File: config.mk
export PLATFORM = sky130hd
export DESIGN_NAME = dmem_port_arbiter
export DESIGN_NICKNAME = d
export VERILOG_FILES = /design/src/rtl/dmem_port_arbiter.sv
export SDC_FILE = /design/constraint.sdc
export NUM_CORES = 1
export LEC_CHECK = 0
export CELL_PAD_IN_SITES_DETAIL_PLACEMENT = 0
export CELL_PAD_IN_SITES_GLOBAL_PLACEMENT = 1
export CORE_AREA = 10 10 151 153
export CTS_CLUSTER_SIZE = 20
export DETAILED_ROUTE_END_ITERATION = 8
export DIE_AREA = 0 0 161 163
export PLACE_DENSITY = 0.84
export SKIP_LAST_GASP = 1
export SLEW_MARGIN = 5
export SYNTH_ARGS = -nofsm -noshare
export SYNTH_HDL_FRONTEND = slang
export SYNTH_SLANG_ARGS = --single-unit
File: constraint.sdc
create_clock -name clk -period 2.3 [get_ports clk]
set_input_delay 0.345 -clock clk [delete_from_list [all_inputs] [get_ports clk]]
set_output_delay 0.345 -clock clk [all_outputs]
set_load 0.01 [all_outputs]
File: src/rtl/dmem_port_arbiter.sv
`default_nettype none
// ============================================================================
// Module   : dmem_port_arbiter
// Purpose  : Shares the single data-memory port between the two issue slots,
//            serving the older slot 0 first and stalling until both finish.
// Revision : 1.0  initial release
// ============================================================================
module dmem_port_arbiter #(
    parameter int AW      = 32,
    parameter int DW      = 32,
    parameter int MEM_LAT = 1
) (
    input  logic          clk,
    input  logic          reset,
    input  logic          req0,
    input  logic          we0,
    input  logic [AW-1:0] adr0,
    input  logic [DW-1:0] wd0,
    input  logic          req1,
    input  logic          we1,
    input  logic [AW-1:0] adr1,
    input  logic [DW-1:0] wd1,
    output logic          mem_en,
    output logic          mem_we,
    output logic [AW-1:0] mem_adr,
    output logic [DW-1:0] mem_wd,
    input  logic [DW-1:0] mem_rd,
    output logic [DW-1:0] rd0,
    output logic [DW-1:0] rd1,
    output logic          stall
);

    localparam logic [1:0] c_IDLE   = 2'd0;
    localparam logic [1:0] c_WAIT0  = 2'd1;
    localparam logic [1:0] c_WAIT1  = 2'd2;
    localparam logic [1:0] c_ISSUE1 = 2'd3;

    // The counter holds the number of wait cycles still to go after the
    // current one, so a load spends exactly MEM_LAT cycles on the port.
    localparam logic [1:0] c_CNT_INIT = (MEM_LAT > 1) ? 2'(MEM_LAT - 2) : 2'd0;
    localparam logic       c_ASYNC_RD = (MEM_LAT == 1);

    logic [1:0]    r_state;
    logic [1:0]    w_next;
    logic [1:0]    r_cnt;
    logic [DW-1:0] r_rd0;
    logic [DW-1:0] r_rd1;

    logic          w_active;
    logic          w_slot;
    logic          w_issue;
    logic          w_we;
    logic [AW-1:0] w_adr;
    logic [DW-1:0] w_wd;
    logic          w_finish;
    logic          w_last;

    // State register
    always_ff @(posedge clk or negedge reset) begin
        if (!reset) begin
            r_state <= c_IDLE;
        end else begin
            r_state <= w_next;
        end
    end

    // Latency counter and load-data capture
    always_ff @(posedge clk or negedge reset) begin
        if (!reset) begin
            r_cnt <= 2'd0;
            r_rd0 <= '0;
            r_rd1 <= '0;
        end else begin
            if (w_issue && !w_finish) begin
                r_cnt <= c_CNT_INIT;
            end else if (w_active && !w_issue && (r_cnt != 2'd0)) begin
                r_cnt <= r_cnt - 2'd1;
            end
            if (w_finish && !w_we && !w_slot) begin
                r_rd0 <= mem_rd;
            end
            if (w_finish && !w_we && w_slot) begin
                r_rd1 <= mem_rd;
            end
        end
    end

    // Next-state logic
    always_comb begin
        w_next = r_state;
        if (w_active) begin
            if (!w_slot) begin
                if (w_finish) begin
                    w_next = req1 ? c_ISSUE1 : c_IDLE;
                end else begin
                    w_next = c_WAIT0;
                end
            end else begin
                w_next = w_finish ? c_IDLE : c_WAIT1;
            end
        end
    end

    // Output logic; reset gates every output so it takes effect mid-cycle
    always_comb begin
        w_active = 1'b0;
        w_slot   = 1'b0;
        w_issue  = 1'b0;
        case (r_state)
            c_IDLE: begin
                w_active = req0 | req1;
                w_slot   = ~req0;
                w_issue  = req0 | req1;
            end
            c_WAIT0: begin
                w_active = 1'b1;
                w_slot   = 1'b0;
            end
            c_WAIT1: begin
                w_active = 1'b1;
                w_slot   = 1'b1;
            end
            c_ISSUE1: begin
                w_active = 1'b1;
                w_slot   = 1'b1;
                w_issue  = 1'b1;
            end
            default: begin
                w_active = 1'b0;
            end
        endcase

        w_we     = w_slot ? we1  : we0;
        w_adr    = w_slot ? adr1 : adr0;
        w_wd     = w_slot ? wd1  : wd0;
        w_finish = w_active & (w_issue ? (w_we | c_ASYNC_RD) : (r_cnt == 2'd0));
        // Slot 0 finishing is only the end of the pair when slot 1 has nothing to do
        w_last   = w_slot | ~req1;

        mem_en  = reset & w_issue;
        mem_we  = reset & w_active & w_we;
        mem_adr = (reset && w_active) ? w_adr : '0;
        mem_wd  = (reset && w_active) ? w_wd  : '0;
        stall   = reset & w_active & ~(w_finish & w_last);
        rd0     = (reset && w_finish && !w_we && !w_slot) ? mem_rd : r_rd0;
        rd1     = (reset && w_finish && !w_we &&  w_slot) ? mem_rd : r_rd1;
    end

endmodule
`default_nettype wire

==> results_dict.tcl <==
set metrics [dict create \
    synth_compound_gate_area_share_pct 8.69 \
    flow.area_growth_from_synthesis_pct 118 \
    crit_path_cell_trace "inv_2, ha_4, or3b_4, nand2_4, or4_4, buf_16, mux2_4, dlygate4sd2_1" \
    htreeDepth 3 \
    critical_path.slowest_cell "sky130_fd_sc_hd__or4_4" \
    gr-usage-all-layers_pct 15.9 \
    regToRegSetupSlack_ns -0.46 \
    synth_top_area_cell "sky130_fd_sc_hd__dfrtp_1" \
    max_clock_freq_mhz 329 \
    finish.net_count 1038 \
    run_status "finished with violations" \
    whs_ns 0.409 \
    ios 297 \
    post_synth_main_area_contributors "sky130_fd_sc_hd__dfrtp_1, sky130_fd_sc_hd__mux2_4, sky130_fd_sc_hd__mux2_2" \
    layout.cells.most_common "sky130_fd_sc_hd__clkdlybuf4s50_1" \
    syn_inst 467 \
    synthesis.area_mm2 0.00468 \
    grt_pass1_wl_um 32600 \
    powerDensity_mw_per_mm2 1510 \
    timing.final.setup_violations 194 \
    first_global_vias 5384 \
    detail_route.first_pass.iterations 4 \
    worst_r2r_path_depth 12 \
    dp.final_hpwl_um 14900 \
    final_layout_size_suffix_gt1_share_pct 57.1 \
    grt_overflow_total 0 \
    synth-simple-area-share_pct 12.5 \
    vdd_drop_max_uv 641 \
    muxShareOfSynthArea_pct 36.3 \
    synth_adder_area_share_pct 1.34 \
    die_width_um 161 \
    initial_core_util_pct 23.5 \
    hold_path.class "in -> async" \
    num_vias 5238 \
    antenna_violations_before_repair 1 \
    clock_sinks 68 \
    max-cap-violations 0 \
    failing_checks "negative setup slack" \
    reg2reg_from "r_state[0]" \
    period_needed_ns 3.04 \
    yosys.area.top_type_share_pct 36.4 \
    clockRootBuffer "sky130_fd_sc_hd__clkbuf_16" \
    synth_seq_cells 68 \
    maximum_number_of_pins_on_one_net_before_global_route_repair 69 \
    hold_buffers 0 \
    setup_slack_ns -0.744 \
    syn_nets 638 \
    r2r_end "r_rd0[14]" \
    cts_inserted_buffers 9 \
    crit_arrival_ns 2.70 \
    synth.yosys.warnings 0 \
    postRouteWirelength_um 23800 \
    globalplace.congestion 0.795 \
    worstSetupEndpointType "output pin" \
    syn_area_per_cell_um2 10.0 \
    layout_worst_path_cycle_share_pct 132 \
    yosys.area_share.xor_xnor_pct 0 \
    synthArstFlopShare_pct 100 \
    cts_tree "yes" \
    clk_pin_slew_worst_paths_ns 0.05 \
    fp-row-count 52 \
    drtAntennaViolNets 0 \
    worst_clock_skew_ns 0.00477 \
    vias_per_cell 4.59 \
    detailedRoute.firstIterationViolations 188 \
    die_height_um 163 \
    final-max-slew-violation-count 0 \
    fin_util_pct 51.2 \
    dp_worst_setup_slack_ns -0.901 \
    portBuffers 296 \
    layout.cells.most_common_list "sky130_fd_sc_hd__clkdlybuf4s50_1, sky130_fd_sc_hd__nand2_1, sky130_fd_sc_hd__buf_4, sky130_fd_sc_hd__dfrtp_1, sky130_fd_sc_hd__mux2_4" \
    setup_tns_ns -93.33 \
    timing_worst_setup_path_type "reg -> out" \
    drc 0 \
    clock_insertion_delay_worst_skew_ns 0.32 \
    combinational_family_with_the_most_area_after_synthesis "multiplexers" \
    setup.worst_path.start_class "flip-flop" \
    nFillCells 1787 \
    leakage_uw 0.00487 \
    number_of_flops_mapped_to_enable_cells_by_yosys 0 \
    worstPathRequired_ns 1.96 \
    max_buffers_root_to_sink 2 \
    grt_setup_unrepaired "true" \
    core_area_mm2 0.0199 \
    timing.critical_path.slowest_cell_delay_ns 0.65 \
    ys_types 30 \
    primary_ff_master_synth "sky130_fd_sc_hd__dfrtp_1" \
    dieArea_mm2 0.0262 \
    path_max_fanout 8 \
    tightestPinTransition_ns 0.881 \
    final_hold_vios 0 \
    drt-wirelength-per-cell_um 20.9 \
    totalPowerFinal_uw 15400 \
    yosysSeqAreaShare_pct 36.4 \
    slew_headroom_pct 41.2 \
]
area by class of cell:
| cell class | count | area (µm²) | area share (%) |
|---|---|---|---|
| timing repair buffer | 427 | 4400 | 43.2 |
| multi-input combinational | 355 | 3460 | 34.0 |
| sequential | 68 | 1700 | 16.7 |
| tap | 270 | 338 | 3.32 |
| clock buffer | 10 | 229 | 2.25 |
| clock inverter | 5 | 30.0 | 0.295 |
| inverter | 6 | 22.5 | 0.221 |
| antenna | 1 | 2.50 | 0.0246 |
stage by stage:
stage / instance area (µm²) / instances
6_report: 10200 / 1142
5_1_grt: 10200 / 1142
4_1_cts: 9100 / 1091
3_5_place_dp: 8120 / 1026
3_3_place_gp: 8120 / 1026
2_1_floorplan: 4750 / 467
sequential cells by signal, summed over array words and instances (netlist names):
register and count:
r_rd1 32, r_rd0 32, r_cnt 2, r_state 2
logic make-up after synthesis:
| kind of cell | Yosys count |
|---|---|
| compound gates | 74 |
| fa+ha+maj | 5 |
| buf+inv | 44 |
| flops | 68 |
| mux | 131 |
| simple gates | 145 |
critical path, delay by kind of cell (launching register included):
| kind | cells | cell delay [ns] |
|---|---|---|
| mux | 1 | 0.30 |
| simple gates | 3 | 0.96 |
| flops | 1 | 0.37 |
| buf+inv | 3 | 0.58 |
| fa+ha+maj | 1 | 0.17 |
synth_stat cells, drive strengths merged, types with 2 or more instances:
master,n
nand2,129
mux2,128
dfrtp,68
a21oi,67
buf,21
clkbuf,17
inv,6
ha,5
nor2,5
or4,4
mux2i,3
nor3,2
power by group:
part           switching, µW  internal, µW
clock                    493           717
sequential               348          1830
combinational           5120          6860
worst max-delay path by stage:
stage	from	end	slack, ns	cells past startpoint
2_1_floorplan	r_state[1]	rd1[10]	-0.1	8
3_3_place_gp	req1	rd1[28]	-0.88	7
3_5_place_dp	req1	rd1[24]	-0.90	7
4_1_cts	r_state[1]	rd0[21]	-0.75	9
5_1_grt	r_state[0]	rd1[7]	-0.83	8
6_report	r_state[0]	rd1[18]	-0.74	8
repair_timing:
| action | 4_1_cts | 5_1_grt |
|---|---|---|
| gates cloned | 17 | 7 |
| resized for setup | 377 | 329 |
| setup buffers | 33 | 56 |
| setup endpoints to repair | 195 | 195 |
| pin swaps | 8 | 55 |
layer usage:
layer | vias up | GRT usage, % | routed length (µm)
li1 | 2414 | - | -
met1 | 2568 | 17.0 | 9100
met2 | 228 | 28.2 | 12200
met3 | 28 | 6.60 | 2070
met4 | 0 | 4.47 | 476
met5 | - | 0 | 0
Note: power is estimated with default switching activity, not from simulation.
